==> src/rtl/vga_timing_gen.sv <==
// VGA timing generator: free-running pixel/line counters with registered
// visible, sync, blank and frame-start indications plus a frame counter.
// Counters and VISIBLE/FRAME_START share one timing stage; HSYNC, VSYNC and
// BLANK trail them by one clock to line up with a registered colour stage.
module vga_timing_gen #(
   parameter int H_VISIBLE = 800,
   parameter int H_FRONT   = 40,
   parameter int H_SYNC    = 128,
   parameter int H_BACK    = 88,
   parameter int V_VISIBLE = 600,
   parameter int V_FRONT   = 1,
   parameter int V_SYNC    = 4,
   parameter int V_BACK    = 23,
   parameter bit SYNC_POL  = 1'b1
) (
   input  logic        VGA_CLOCK,
   input  logic        RESET,
   output logic [10:0] PIXEL_H,
   output logic [10:0] PIXEL_V,
   output logic        VISIBLE,
   output logic        HSYNC,
   output logic        VSYNC,
   output logic        BLANK,
   output logic        FRAME_START,
   output logic [7:0]  FRAME_COUNT
);

   localparam int H_TOTAL = H_VISIBLE + H_FRONT + H_SYNC + H_BACK;
   localparam int V_TOTAL = V_VISIBLE + V_FRONT + V_SYNC + V_BACK;

   localparam logic [10:0] H_LAST       = 11'(H_TOTAL - 1);
   localparam logic [10:0] V_LAST       = 11'(V_TOTAL - 1);
   localparam logic [10:0] H_VIS_END    = 11'(H_VISIBLE);
   localparam logic [10:0] V_VIS_END    = 11'(V_VISIBLE);
   localparam logic [10:0] H_SYNC_FIRST = 11'(H_VISIBLE + H_FRONT);
   localparam logic [10:0] H_SYNC_LAST  = 11'(H_VISIBLE + H_FRONT + H_SYNC - 1);
   localparam logic [10:0] V_SYNC_FIRST = 11'(V_VISIBLE + V_FRONT);
   localparam logic [10:0] V_SYNC_LAST  = 11'(V_VISIBLE + V_FRONT + V_SYNC - 1);

   logic        h_wrap;
   logic        v_wrap;
   logic        frame_wrap;
   logic [10:0] h_next;
   logic [10:0] v_next;
   logic        h_in_sync;
   logic        v_in_sync;

   // Next counter position and the wrap/sync decodes of the current position
   always_comb begin
      h_wrap     = (PIXEL_H == H_LAST);
      v_wrap     = (PIXEL_V == V_LAST);
      frame_wrap = h_wrap && v_wrap;
      h_next     = h_wrap ? 11'd0 : PIXEL_H + 11'd1;
      v_next     = PIXEL_V;
      if (h_wrap) begin
         v_next = v_wrap ? 11'd0 : PIXEL_V + 11'd1;
      end
      h_in_sync  = (PIXEL_H >= H_SYNC_FIRST) && (PIXEL_H <= H_SYNC_LAST);
      v_in_sync  = (PIXEL_V >= V_SYNC_FIRST) && (PIXEL_V <= V_SYNC_LAST);
   end

   // Pixel and line counters; the frame begun by reset starts at (0,0)
   always_ff @(posedge VGA_CLOCK or negedge RESET) begin
      if (!RESET) begin
         PIXEL_H <= 11'd0;
         PIXEL_V <= 11'd0;
      end else begin
         PIXEL_H <= h_next;
         PIXEL_V <= v_next;
      end
   end

   // Visible flag and frame markers computed from the next position so they land with the counters
   always_ff @(posedge VGA_CLOCK or negedge RESET) begin
      if (!RESET) begin
         VISIBLE     <= 1'b1;
         FRAME_START <= 1'b0;
         FRAME_COUNT <= 8'd0;
      end else begin
         VISIBLE     <= (h_next < H_VIS_END) && (v_next < V_VIS_END);
         FRAME_START <= frame_wrap;
         if (frame_wrap) begin
            FRAME_COUNT <= FRAME_COUNT + 8'd1;
         end
      end
   end

   // Sync and blank trail the counters by one clock to match the colour pipeline stage
   always_ff @(posedge VGA_CLOCK or negedge RESET) begin
      if (!RESET) begin
         HSYNC <= ~SYNC_POL;
         VSYNC <= ~SYNC_POL;
         BLANK <= 1'b1;
      end else begin
         HSYNC <= h_in_sync ? SYNC_POL : ~SYNC_POL;
         VSYNC <= v_in_sync ? SYNC_POL : ~SYNC_POL;
         BLANK <= ~VISIBLE;
      end
   end

endmodule

==> config.mk <==
export PLATFORM = sky130hd
export DESIGN_NAME = vga_timing_gen
export DESIGN_NICKNAME = d
export VERILOG_FILES = /design/src/rtl/vga_timing_gen.sv
export SDC_FILE = /design/constraint.sdc
export NUM_CORES = 1
export LEC_CHECK = 0
export CAP_MARGIN = 20
export CORE_MARGIN = 8
export CORE_UTILIZATION = 35
export CTS_BUF_LIST = sky130_fd_sc_hd__clkbuf_16
export DETAILED_ROUTE_END_ITERATION = 8
export PLACE_DENSITY = 0.72
export SYNTH_ARGS = -nofsm -noshare
export SYNTH_HDL_FRONTEND = slang
export SYNTH_SLANG_ARGS = --single-unit
==> constraint.sdc <==
create_clock -name VGA_CLOCK -period 2.2 [get_ports VGA_CLOCK]
set_input_delay 0.33 -clock VGA_CLOCK [delete_from_list [all_inputs] [get_ports VGA_CLOCK]]
set_output_delay 0.33 -clock VGA_CLOCK [all_outputs]
set_load 0.01 [all_outputs]
=== Yosys cells after proc, flatten, opt, wreduce, memory -nomap -nowiden ===
Index checks and enable logic that the tools add are counted.

* Flip-flop bits (word level): 35
* Output and inout port bits: 35

* Add/subtract/negate cells: 3
* $lt $le $gt $ge: 6
* Equal/unequal tests: 2
* Multiplexer cells: 5
* Bitwise logic cells: 1
* Reductions and logical operators: 4

{| class="wikitable"
|+ Operators by type and width
! operator !! count
|-
| two-way mux 11 bit || 3
|-
| adder 11 x 1 -> 11 bit, second input constant || 2
|-
| >= comparator 11 x 10 -> 1 bit, second input constant || 2
|-
| less-or-equal comparator 11 x 10 -> 1 bit, second input constant || 2
|-
| less-than comparator 11 x 10 -> 1 bit, second input constant || 2
|-
| equality test 11 x 10 -> 1 bit, second input constant || 1
|-
| equality test 11 bit, second input constant || 1
|-
| adder 8 x 1 -> 8 bit, second input constant || 1
|-
| logical AND 1 bit || 4
|-
| two-way mux 1 bit || 2
|-
| inverter 1 bit || 1
|}

=== Depth between registers and ports, before layout ===
* Depth after elaboration: 5
* Gate-level depth with buffers: 7
* Mapped depth without buffers: 7

=== Least setup slack after synthesis ===
Ideal clock, no wire load.

* Path kind: reg-to-reg
* Start: reg PIXEL_H[5]
* End: reg FRAME_COUNT[7]
* Library setup time: 124 ps
* Data arrival time: 2145 ps
* Required time: 2076 ps
* Path slack: -69 ps
* Cell stages (with the launch flop): 7
* Buffers on the path: 0
* Period minus slack after synthesis: 2269 ps
* Cells stage by stage: dfrtp_1 > or4b_4 > or4_4 > nor2_8 > and4_4 > nand3_2 > xnor2_1

* Cells in the longest elaborated chain, start to end: 2

{| class="wikitable"
|+ Ends and longest elaborated chain
! what !! RTL line !! source
|-
| start: declaration || 18 || <nowiki>output logic [10:0] PIXEL_H,</nowiki>
|-
| start signal: assignment || 68 || <nowiki>PIXEL_H <= h_next;</nowiki>
|-
| equality test 11 bit || 50 || <nowiki>h_wrap = (PIXEL_H == H_LAST);</nowiki>
|-
| logical AND 1 bit || 52 || <nowiki>frame_wrap = h_wrap && v_wrap;</nowiki>
|-
| net frame_wrap || 42 || <nowiki>logic frame_wrap;</nowiki>
|-
| end signal: assignment || 83 || <nowiki>FRAME_COUNT <= FRAME_COUNT + 8'd1;</nowiki>
|-
| end: declaration || 25 || <nowiki>output logic [7:0] FRAME_COUNT</nowiki>
|}

The timed path passes the listed nets, and every way through them passes these cells.
A chain may end at the register's enable or synchronous reset.

=== Worst setup path in the final report ===
* Start: reg PIXEL_H[5]
* End: reg VISIBLE

* Cells in the longest elaborated chain, start to end: 4
* Elaborated cells on any way between the ends: 7
* Those cells by class: 1 x add/sub; 2 x order compare; 1 x eq/ne; 2 x mux; 1 x reduce/logical

{| class="wikitable"
|+ Ends and longest elaborated chain
! what !! RTL line !! source
|-
| equality test 11 bit || 50 ||
|-
| two-way mux 11 bit || 55 || <nowiki>if (h_wrap) begin</nowiki>
|-
| net v_next[9] || 44 || <nowiki>logic [10:0] v_next;</nowiki>
|-
| less-than comparator 11 x 10 -> 1 bit || 80 || <nowiki>VISIBLE <= (h_next < H_VIS_END) && (v_next < V_VIS_END);</nowiki>
|-
| logical AND 1 bit || 80 ||
|-
| end signal: assignment || 80 ||
|-
| end: declaration || 20 || <nowiki>output logic VISIBLE,</nowiki>
|}

The timed path passes the listed nets, and every way through them passes these cells.

==> summary.md <==
| Metric | Value |
|---|---|
| Status | `finished with violations` |
| Failing checks | `setup timing` |
| Num Clock Sinks | `35` |
| Worst-path fanout max | `4` |
| CP required | `roughly 2400 ps` |
| Most common cell in the synthesized netlist | `dfrtp_1` |
| Drt total wl | `approximately 4800 um` |
| Worst Setup Slack, final | `-64.9 ps` |
| Placed cell count | `311` |
| Largest net degree at the start of global routing | `36` |
| Fin nets | `260` |
| Post-synth top area share | `44.2%` |
| TritonCTS clock tree | `yes` |
| FF-to-FF End | `VISIBLE` |
| Final Critical Period | `roughly 2300 ps` |
| Area taken by flip-flops and latches | `between 800 and 900 um^2` |
| Avg Synthesized Cell Area | `around 10 um^2` |
| Top post-synthesis cells by area | `dfrtp_1 44%, xnor2_1 6.1%, ha_1 4.0%` |
| LEAKAGE | `1.22 nW` |
| Slew margin rel. | `just over 70%` |
| Antenna Cells | `0` |
| Total power | `between 0.001 and 0.0015 W` |
| Area leader, netlist | `dfrtp_1` |
| Final Cycle Share | `103%` |
| R2R Path Start | `PIXEL_H[5]` |
| Slew @ Worst Pin | `about 440 ps` |
| Initial DRC count | `a little under 100` |
| TritonCTS Buffers | `5` |
| Clk buf depth | `2` |
| CTS root buffer | `clkbuf_16` |
| Max Slew Vio Count | `0` |
| Yosys reg bits | `35` |
| Post-route DRC | `0` |
| Yosys warnings | `0` |
| Multi-input gate area | `roughly 970 um^2` |
| Post-route cell area | `between 2000 and 3000 um^2` |
| Routability Congestion | `0.790` |
| Worst Skew | `between 8 and 9 ps` |
| # setup viols final | `2` |
| Total gr overflow | `0` |
| Via count | `1654` |
| Post-DR vias/cell | `5.12` |
| Fillers | `481` |
| Worst-Skew Late Latency | `around 280 ps` |
| First-pass GRT wire length | `7960 um` |
| RSZ-0062 raised after global routing | `yes` |
| Gr usage total | `between 10% and 20%` |
| Arr. time, crit path | `about 2500 ps` |
| Synth top cells by count | `33 x dfrtp_1, 13 x xnor2_1, 12 x nand3_1, 12 x nor2_1` |
| Initial antenna violation count | `0` |
| Sum of negative setup slack | `-80.3 ps` |
| Hold Path Class | `flop to flop` |
| Critical path class | `flop to flop` |
| Die H | `between 80 and 90 um` |
| PwrDens | `~530 nW/um^2` |
| Cell Area, Synth | `1870 um^2` |
| Seq/Total Area, Yosys | `a little under half` |
| Placed Area | `roughly 2500 um^2` |
| Worst vdd ir | `roughly 0.35 mV` |
| Async SR Flop Fraction | `100%` |
| Area Overhead vs Synth | `47.5%` |
| IO Pins | `37` |
| Ys flop type | `dfrtp_1` |
| Fmax | `between 400 and 500 MHz` |
| Max Cap Violations | `0` |
| Crit path launch type | `flop` |
| Final cell count without fillers | `about 320` |
| Die Span X | `between 80 and 90 um` |
| Antenna violation net count after detailed routing | `0` |
| Drt first pass iters | `4` |
| Share of cells above drive strength 1 | `a little under a quarter` |
| Htree depth | `2` |
| Post-synthesis cell count | `around 180` |
| Yosys cell types | `47` |
| Effective utilization at floorplan | `between 30% and 40%` |
| Worst Reg2Reg Path Length in Cells | `7` |
| Critical path endpoint category | `flop` |
| Area of the core | `just over 5000 um^2` |
| Clk slew on worst S/H paths | `50 ps` |
| R2r setup slk | `-60 ps` |
| Vias in the first global route | `~1700` |
| Die area | `approximately 7900 um^2` |
| Row Count | `26` |
| Hold WS | `between 400 and 500 ps` |
| Crit path launch | `PIXEL_H[5]` |
| HPWL Detailed | `~3400 um` |
| Synthesized net count | `between 150 and 200` |
| Routed len/inst | `14.8 um` |
| Final-report hold violation count | `0` |
| Port Buffer Count | `36` |
| Critical path endpoint | `VISIBLE` |
| Post-synth EDFFs | `0` |
metrics by stage:
stage / setup slack, ps / utilization [%]
after global placement: 39.2 / 49.2
after floorplan: -19.4 / -
after global routing: -127 / 53.6
final: -64.9 / 53.6
after detailed placement: 10.8 / 49.2
after CTS: -0.900 / 52.5
flip-flops by register name, indices dropped and copies added, names as in the netlist:
register / cells
VISIBLE: 1
VSYNC: 1
FRAME_COUNT: 8
HSYNC: 1
PIXEL_V: 11
FRAME_START: 1
PIXEL_H: 11
BLANK: 1
logic make-up (layout without fill, tap and decap cells):
logic type,count (synthesis),after routing,synth area share (%)
adders and majority gates,6,6,4.02
AOI/OAI and AO/OA,27,27,8.97
xor gates and xnor gates,19,19,8.90
muxes,1,1,0.602
buffers and inverters,13,84,2.61
DFF,35,35,47.0
and+or+nand+nor,81,81,27.9
worst min-delay path by stage:
stage | from | end | slack [ps] | cells after the start
finish | VISIBLE | BLANK | 430 | 1
global placement | VISIBLE | BLANK | 420 | 1
global route | VISIBLE | BLANK | 470 | 1
detailed placement | VISIBLE | BLANK | 420 | 1
CTS | VISIBLE | BLANK | 440 | 1
floorplan | RESET | FRAME_COUNT[0] | 30 | 0
timing repair:
action                                  4_1_cts  5_1_grt
gates resized for setup                       0        4
hold buffers                                  0        0
setup buffers                                 0        4
pin swaps                                     0        3
endpoints found under the setup margin        1        5
placed cells by master (no fill, tap or decap), types with 2 or more instances in the layout:
| master | count |
|---|---|
| buf_4 | 31 |
| and2_1 | 2 |
| or4bb_1 | 2 |
| o31ai_1 | 2 |
| xor2_1 | 6 |
| and4_1 | 2 |
| a21o_1 | 2 |
| nand3_1 | 12 |
| o21ai_0 | 10 |
| inv_1 | 7 |
| and3_1 | 5 |
| nand2_1 | 10 |
| clkbuf_16 | 5 |
| dfrtp_1 | 32 |
| nor2_1 | 12 |
| xnor2_1 | 13 |
| a31oi_1 | 3 |
| nor3_1 | 6 |
| nand3b_1 | 2 |
| clkdlybuf4s50_1 | 36 |
| a21oi_1 | 4 |
| or4b_4 | 2 |
| nand4_1 | 8 |
| dfstp_2 | 2 |
| ha_1 | 5 |
| and3_2 | 2 |
critical path: stages, from the launching register on:
cell	delay [ps]
dfrtp_2	400
or4b_4	580
nor4_1	300
buf_4	170
a31oi_1	100
nor3_2	260
o311ai_2	170
and3_1	210
report_power, final:
part | leakage [nW] | internal, W | switching [W]
logic | 0.670 | 0.00000271 | 0.0000123
clock network | 0.0838 | 0.000534 | 0.000275
registers | 0.467 | 0.000644 | 0
total | 1.22 | 0.00118 | 0.000287
final cells by class:
| class | count | share of cell area (%) |
|---|---|---|
| Inverter | 7 | 0.953 |
| Tap cell | 70 | 3.18 |
| Clock buffer | 5 | 4.54 |
| Clock inverter | 3 | 1.59 |
| Multi-Input combinational cell | 134 | 35.2 |
| Timing Repair Buffer | 69 | 22.7 |
| Sequential cell | 35 | 31.9 |
per-layer routing:
| metal | wire length (um) | part of all wire [%] | vias up | track usage (%) |
|---|---|---|---|---|
| li1 | - | - | 804 | - |
| met1 | 2080 | 43 | 797 | 16.1 |
| met2 | 2340 | 49 | 45 | 20.5 |
| met3 | 314 | 6.6 | 8 | 3.86 |
| met4 | 57 | 1.2 | 0 | 3.78 |
| met5 | 0 | 0 | - | 0 |
No activity file was read; power rests on OpenSTA's default activity.
